`src/rtl/keypad_pkg.sv`:
```
// Shared definitions for the 4x4 hex keypad: scan states, column constants and the
// row/column-to-hex key encoding used by the scanner and downstream decoders.
package keypad_pkg;

    typedef enum logic [2:0] {
        StIdle,
        StScan0,
        StScan1,
        StScan2,
        StScan3,
        StHold
    } state_e;

    localparam logic [3:0] COL_ALL = 4'b1111;

    // Lowest active row wins; code is {row_index, col_index}.
    function automatic logic [3:0] encode_key(input logic [3:0] row, input logic [1:0] col_idx);
        logic [1:0] r;
        if (row[0]) begin
            r = 2'd0;
        end else if (row[1]) begin
            r = 2'd1;
        end else if (row[2]) begin
            r = 2'd2;
        end else begin
            r = 2'd3;
        end
        return {r, col_idx};
    endfunction

endpackage

```
`src/rtl/keypad_scan_fsm.sv`:
```
// Column-scanning keypad controller: wakes on the synchronized row flag, walks the columns
// to locate the key, reports a registered hex code, then waits for a debounced release.
module keypad_scan_fsm
    import keypad_pkg::*;
#(
    parameter int unsigned DEBOUNCE_CYCLES = 4
) (
    input  logic       clock,
    input  logic       reset,
    input  logic [3:0] row,
    input  logic       s_row,
    output logic [3:0] col,
    output logic [3:0] code,
    output logic       valid,
    output logic       key_strobe
);

    localparam int unsigned CntW = $clog2(DEBOUNCE_CYCLES + 1);
    localparam logic [CntW-1:0] CntLast = CntW'(DEBOUNCE_CYCLES - 1);

    state_e          state_q, state_d;
    logic [3:0]      code_q, code_d;
    logic            valid_q, valid_d;
    logic            strobe_q, strobe_d;
    logic [CntW-1:0] cnt_q, cnt_d;
    logic [1:0]      col_idx;
    logic            scanning;

    always_ff @(posedge clock or posedge reset) begin
        if (reset) begin
            state_q  <= StIdle;
            code_q   <= 4'h0;
            valid_q  <= 1'b0;
            strobe_q <= 1'b0;
            cnt_q    <= '0;
        end else begin
            state_q  <= state_d;
            code_q   <= code_d;
            valid_q  <= valid_d;
            strobe_q <= strobe_d;
            cnt_q    <= cnt_d;
        end
    end

    always_comb begin
        state_d  = state_q;
        code_d   = code_q;
        valid_d  = valid_q;
        strobe_d = 1'b0;
        cnt_d    = cnt_q;
        col_idx  = 2'd0;
        scanning = 1'b0;

        unique case (state_q)
            StIdle: begin
                cnt_d = '0;
                if (s_row) begin
                    state_d = StScan0;
                end
            end
            StScan0: begin
                scanning = 1'b1;
                col_idx  = 2'd0;
                state_d  = StScan1;
            end
            StScan1: begin
                scanning = 1'b1;
                col_idx  = 2'd1;
                state_d  = StScan2;
            end
            StScan2: begin
                scanning = 1'b1;
                col_idx  = 2'd2;
                state_d  = StScan3;
            end
            StScan3: begin
                scanning = 1'b1;
                col_idx  = 2'd3;
                // Empty scan across all columns: back to idle, outputs untouched.
                state_d  = StIdle;
            end
            StHold: begin
                if (s_row) begin
                    cnt_d = '0;
                end else if (cnt_q == CntLast) begin
                    state_d = StIdle;
                    valid_d = 1'b0;
                    cnt_d   = '0;
                end else begin
                    cnt_d = cnt_q + 1'b1;
                end
            end
            default: begin
                state_d = StIdle;
            end
        endcase

        if (scanning && (row != 4'b0000)) begin
            state_d  = StHold;
            code_d   = encode_key(row, col_idx);
            valid_d  = 1'b1;
            strobe_d = 1'b1;
            cnt_d    = '0;
        end
    end

    // Column drive depends on the state register only, never on row.
    always_comb begin
        unique case (state_q)
            StScan0: col = 4'b0001;
            StScan1: col = 4'b0010;
            StScan2: col = 4'b0100;
            StScan3: col = 4'b1000;
            default: col = COL_ALL;
        endcase
    end

    assign code       = code_q;
    assign valid      = valid_q;
    assign key_strobe = strobe_q;

endmodule

```
`config.mk`:
```
export PLATFORM = sky130hd
export DESIGN_NAME = keypad_scan_fsm
export DESIGN_NICKNAME = d
export VERILOG_FILES = /design/src/rtl/keypad_pkg.sv /design/src/rtl/keypad_scan_fsm.sv
export SDC_FILE = /design/constraint.sdc
export NUM_CORES = 1
export LEC_CHECK = 0
export CORE_MARGIN = 5
export CORE_UTILIZATION = 41
export CTS_CLUSTER_DIAMETER = 150
export DETAILED_ROUTE_END_ITERATION = 6
export HOLD_SLACK_MARGIN = 0.12
export PLACE_DENSITY = 0.65
export SLEW_MARGIN = 30
export SYNTH_ARGS = -nofsm -noshare
export SYNTH_HDL_FRONTEND = slang
export SYNTH_SLANG_ARGS = --single-unit
```
`constraint.sdc`:
```
create_clock -name clock -period 4.4 [get_ports clock]
set_clock_uncertainty 0.15 [all_clocks]
set_input_delay 0.88 -clock clock [delete_from_list [all_inputs] [get_ports clock]]
set_output_delay 0.88 -clock clock [all_outputs]
set_load 0.02 [all_outputs]
```
# --- Word level (Yosys, flattened, before mapping) ---
# Index checks and enable logic that the tools add are counted.
op_classes:
  n_eq_ne: 10
  muxes: 20
  n_reduce_logical: 9
  n_addsub: 1
op_table:
  columns: ["cell", "count"]
  rows:
  - ["3-bit 2-to-1 mux", 7]
  - ["4-bit case mux with 4 select lines", 1]
  - ["3-bit case mux with 5 select lines", 1]
  - ["3-bit by 2-bit == test with 1-bit output (second input constant)", 3]
  - ["3-bit != test (second input constant)", 3]
  - ["1-bit 2-to-1 mux", 7]
  - ["3-bit == test (second input constant)", 2]
  - ["2-bit case mux with 3 select lines", 1]
  - ["3-bit case mux with 2 select lines", 1]
  - ["3-bit AND reduction", 2]
  - ["2-bit 2-to-1 mux", 2]
  - ["2-bit nonzero test", 2]
  - ["4-bit nonzero test", 1]
  - ["4-bit OR reduction", 1]
  - ["3-bit by 1-bit adder with 3-bit output (second input constant)", 1]
  - ["3-bit by 1-bit == test with 1-bit output (second input constant)", 1]
  - ["3-bit logical NOT", 1]
  - ["3-bit nonzero test", 1]
  - ["2-bit by 1-bit != test with 1-bit output (second input constant)", 1]
  - ["1-bit logical AND", 1]
word_totals:
  elab_cells: 45
  register_bits: 12
  output_inout_bits: 10

# --- Longest topological paths before layout ---
# Gate-level depths: netlist (run 1).
logic_depth:
  word_depth: 6
  ltp_mapped: 5

# --- Worst setup path after synthesis (run 1) ---
# Ideal clock, no wire load.
synth_path:
  path_kind: "input to register"
  from: "input port row[1]"
  to: "register code_q[2] (netlist: code[2])"
  path_stages: 5
  setup_slack_ps: 2191
  required_ps: 4125
  n_path_buf: 1
  arrival_ps: 1933
  path_cell_list: "or4_4 > buf_6 > nand3_4 > inv_4 > mux2_4"
synth_between:
  elab_chain_cells: 2
  word_cells_on_any_way: 4
  classes_between: "mux (2); reduce/logical (2)"
synth_rtl:
  columns: ["item", "line", "text"]
  rows:
  - ["start, declared", "keypad_scan_fsm.sv:10", "input logic [3:0] row,"]
  - ["2-bit 2-to-1 mux / 4-bit nonzero test (equally long branches)", "keypad_pkg.sv:21, keypad_scan_fsm.sv:98", null]
  - ["2-bit 2-to-1 mux / 1-bit logical AND (equally long branches)", "keypad_pkg.sv:19, keypad_scan_fsm.sv:98", null]
  - ["end signal, assigned", "keypad_scan_fsm.sv:38", "code_q <= code_d;"]
  - ["end, declared", "keypad_scan_fsm.sv:22", "logic [3:0] code_q, code_d;"]
# Several ways; a longest one is shown, not always the timed one.
# A chain may end at the register's enable or synchronous reset.

# --- Worst setup path after layout (run 1) ---
layout_path:
  from: "register state_q[0]"
  to: "output port col[2]"
layout_between:
  elab_chain_cells: 2
  word_cells_on_any_way: 5
  classes_between: "eq/ne (4); mux (1)"
layout_rtl:
  columns: ["item", "line", "text"]
  rows:
  - ["start, declared", "keypad_scan_fsm.sv:21", "state_e state_q, state_d;"]
  - ["start signal, assigned", "keypad_scan_fsm.sv:31", "state_q <= StIdle;"]
  - ["start signal, assigned", "keypad_scan_fsm.sv:37", "state_q <= state_d;"]
  - ["3-bit == test, or another cell as far along", "keypad_scan_fsm.sv:109", "unique case (state_q)"]
  - ["4-bit case mux with 4 select lines *", "keypad_scan_fsm.sv:109", null]
  - ["end, declared", "keypad_scan_fsm.sv:12", "output logic [3:0] col,"]
# Every way passes the cells marked *; elsewhere a longest branch is shown, timed or not.

==> results.py, run 1 <==
metrics = {
    "outcome": {
        "run_status": "complete, no violations",
    },
    "setup_path": {
        "timing_worst_setup_path_type": "flip-flop to primary output",
        "cp-start-kind": "flip-flop",
        "cp.required_ns": 3.37,
        "crit_slowest_cell": "sky130_fd_sc_hd__clkdlybuf4s50_1",
        "timing.rr.start": "state_q[2]$_DFFE_PP0P_",
        "critical_path.endpoint_type": "primary output",
        "timing.critical_path.slowest_cell_delay_ns": 0.62,
        "crit_chain": "xnor2_1, nor2_1, a21oi_1, clkdlybuf4s50_1",
        "arrival_ns": 1.84,
        "r2r_end": "code[2]$_DFFE_PP0P_",
        "timing.reg2reg.worst_path_depth": 4,
        "reg2reg_slack_ns": 2.66,
        "timing.critical_path.to": "col[2]",
        "path_max_fanout": 12,
        "critical_path.startpoint": "state_q[0]$_DFFE_PP0P_",
    },
    "sta": {
        "fin_setup_tns_ns": 0,
        "fmax_mhz": 348.5,
        "postLayoutSetupSlackWorst_ns": 1.531,
        "finalCritPeriodShare_pct": 65.21,
        "grt_setup_unrepaired": "no",
        "slew_viols_final": 0,
        "finalSetupViolCount": 0,
        "tightest_slew_ns": 0.4679,
        "finalHoldViolCount": 0,
        "period_needed_ns": 2.869,
        "timing.slew.headroom_pct": 68.78,
    },
    "placed_design": {
        "routabilityCongestion": 0.7471,
        "placedInstanceArea_um2": 813.3,
        "port_buffers": 16,
        "dp.final_hpwl_um": 977.4,
        "place_ws_ns": 1.704,
    },
    "detailed_routing": {
        "detailedRoute.firstPassIterationCount": 4,
        "antenna_violating_nets_remaining": 0,
        "vias": 526,
        "post_drt_wl_per_cell_um": 13.48,
        "dr.first_iter.drc_count": 9,
        "drt_drc_violations_left": 0,
        "wl_mm": 1.294,
        "detailed_route_vias_per_instance": 5.479,
    },
    "finish": {
        "stdcell_area_um2": 849.6,
        "relative_area_change_from_synthesis_to_final_layout_pct": 29.33,
        "utilization_pct": 56.40,
        "layout_common_cells": "16 x sky130_fd_sc_hd__clkdlybuf4s50_1, 12 x sky130_fd_sc_hd__dfrtp_1, 4 x sky130_fd_sc_hd__nor2_1, 4 x sky130_fd_sc_hd__a21oi_1",
        "drive_gt1_share_pct": 11.25,
        "final_nets": 89,
        "num_antenna_cells": 0,
        "layout_commonest_cell": "sky130_fd_sc_hd__clkdlybuf4s50_1",
        "filler_cell_count": 133,
    },
    "logic_synthesis": {
        "synth_sequential_area_ratio_pct": 45.71,
        "syn-mean-instance-area_um2": 10.26,
        "synthDominantCellAreaShare_pct": 45.71,
        "synthTopCellsByArea": "sky130_fd_sc_hd__dfrtp_1 46%, sky130_fd_sc_hd__a31o_1 4.0%, sky130_fd_sc_hd__a21oi_1 3.0%",
        "yosys.cell_types.count": 35,
        "synth-compound-area-share_pct": 21.33,
        "synthesis.instances": 64,
        "yosys_warnings": 0,
        "main_combinational_cell_family_by_area_after_synthesis": "compound AO/OA/AOI/OAI gates",
        "yosys.area_share.xor_xnor_pct": 1.333,
        "simple_gate_fraction_of_synth_area_pct": 19.05,
        "synth_area_in_adders_pct": 1.905,
        "post_synthesis_cell_type_with_the_largest_combined_area": "sky130_fd_sc_hd__dfrtp_1",
        "synth_cell_area_um2": 656.9,
        "portion_of_netlist_area_occupied_by_mux_cells_pct": 3.810,
        "mappedNetlistNets": 72,
        "ys_seq_elements": 12,
    },
    "pwr": {
        "worst_vdd_rail_ir_drop_v": 0.0002606,
        "leakagePower_nw": 0.3569,
        "power.total_w": 0.0005015,
        "power-per-cell-area_nw_per_um2": 590.3,
    },
    "clock_network": {
        "clock_sinks": 12,
        "tritoncts": "done",
        "worst_skew_pair.late_latency_ns": 0.27,
        "cts.repair_timing.setup_buffer_count": 0,
        "cts_inserted_buffers": 3,
        "clock_path_buffers": 2,
        "postCtsHoldBufs": 0,
        "clk_pin_slew_worst_paths_ns": 0.08,
        "post_cts.resized_instances": 0,
        "cts.root.buffer_cell": "sky130_fd_sc_hd__clkbuf_4",
        "cts.htree.levels": 1,
    },
    "floorplanning": {
        "fp.dieH_um": 50.03,
        "io_pins": 17,
        "core.rowCount": 14,
        "dieArea_um2": 2503,
        "placeableCoreArea_um2": 1506,
        "initial_core_util_pct": 43.60,
        "die_x_um": 50.03,
    },
    "global_routing": {
        "grt_max_degree": 15,
        "grt_pass1_wl_mm": 2.332,
        "global_route.usage.total_pct": 11.90,
        "global_route.overflow_total": 0,
        "grt_pass1_vias": 518,
        "grt_antenna_before_repair": 0,
    },
    "job": {
        "drv.max_cap_violation_count": 0,
    },
    "hold_path": {
        "worstHoldPathType": "flip-flop to flip-flop",
    },
}
## per-stage QoR
step                      hold slack, ns  instances
final                             0.3501         96
after CTS                         0.3609         96
after detailed placement          0.3421         92
after global placement            0.3496         92
after global routing              0.4028         96
after floorplan                   0.3470         64
## critical path, delay by kind of cell (launching register included)
family	cells	cell delay [ns]
AO/OA/AOI/OAI	1	0.13
buffers and inverters	1	0.62
flip-flops	1	0.50
XOR/XNOR	1	0.27
AND/OR/NAND/NOR	1	0.06
## layout make-up
| type | instances | area, um2 | share of cell area, % |
|---|---|---|---|
| flip-flops and latches | 12 | 300.3 | 35.35 |
| well taps | 16 | 20.02 | 2.356 |
| repair buffers | 16 | 160.2 | 18.85 |
| inverters | 5 | 21.27 | 2.504 |
| multi-input cells | 43 | 311.5 | 36.67 |
| clock buffers | 4 | 36.28 | 4.271 |
## registers in the layout, summed over array words and instances (netlist names)
name / cells
code: 4
cnt_q: 3
state_q: 3
key_strobe: 1
valid: 1
## cells by family (layout without fill, tap and decap cells)
logic type | count (synthesis) | in the layout
xor+xnor | 1 | 1
fa+ha+maj | 1 | 1
flops | 12 | 12
mux | 2 | 2
simple gates | 19 | 19
compound gates | 20 | 20
buf+inv | 9 | 25
## synth_stat cells, drive strengths merged
cell type,count
o21ai,4
clkbuf,1
mux2,1
xnor2,1
or3,2
a211oi,2
nand2,1
buf,3
o21a,1
nor2b,3
inv,5
mux2i,1
nand2b,1
a32o,1
o211ai,2
nor3,2
a221o,1
a21oi,4
nand3,2
nor2,4
nand4bb,1
nor4,1
dfrtp,12
nor3b,1
a2bb2oi,1
o31ai,1
or4,1
a31o,3
ha,1
## metal layers
metal | track usage, % | share of wire, % | vias up
met5 | 0 | 0 | -
met4 | 7.860 | 2.2 | 0
met3 | 1.807 | 3.9 | 2
met2 | 16.11 | 46 | 13
met1 | 17.01 | 48 | 243
li1 | - | - | 268
## where the power goes
group          total [W]  switching [W]  internal [W]
clock network  0.0000864      0.0000362     0.0000502
logic           0.000240       0.000117      0.000123
registers       0.000175      0.0000299      0.000146
total           0.000501       0.000183      0.000319
## how the worst min path moves through the flow
stage | startpoint | end | slack (ns) | cells past startpoint
6_report | code[3]$_DFFE_PP0P_ | code[3]$_DFFE_PP0P_ | 0.35 | 1
5_1_grt | code[2]$_DFFE_PP0P_ | code[2]$_DFFE_PP0P_ | 0.40 | 1
4_1_cts | code[3]$_DFFE_PP0P_ | code[3]$_DFFE_PP0P_ | 0.36 | 1
3_5_place_dp | code[3]$_DFFE_PP0P_ | code[3]$_DFFE_PP0P_ | 0.34 | 1
3_3_place_gp | code[3]$_DFFE_PP0P_ | code[3]$_DFFE_PP0P_ | 0.35 | 1
2_1_floorplan | cnt_q[1]$_DFFE_PP0P_ | cnt_q[1]$_DFFE_PP0P_ | 0.35 | 1
Power figures use the tool's default switching activity.
==> inputs of run 2 (changes only) <==
Clock period 4.4 ns to 2.9 ns, I/O delays scaled along.
==> results of run 2 <==
Same layout as run 1 (identical final DEF). Status: complete, no violations.
Among the figures that moved: setup slack after placement 1.704 ns -> 0.5037 ns; setup slack after layout 1.531 ns -> 0.3308 ns; register-to-register setup slack 2.66 ns -> 1.16 ns; total power 0.0005015 W -> 0.0007608 W; worst IR drop on VDD 0.0002606 V -> 0.0003953 V
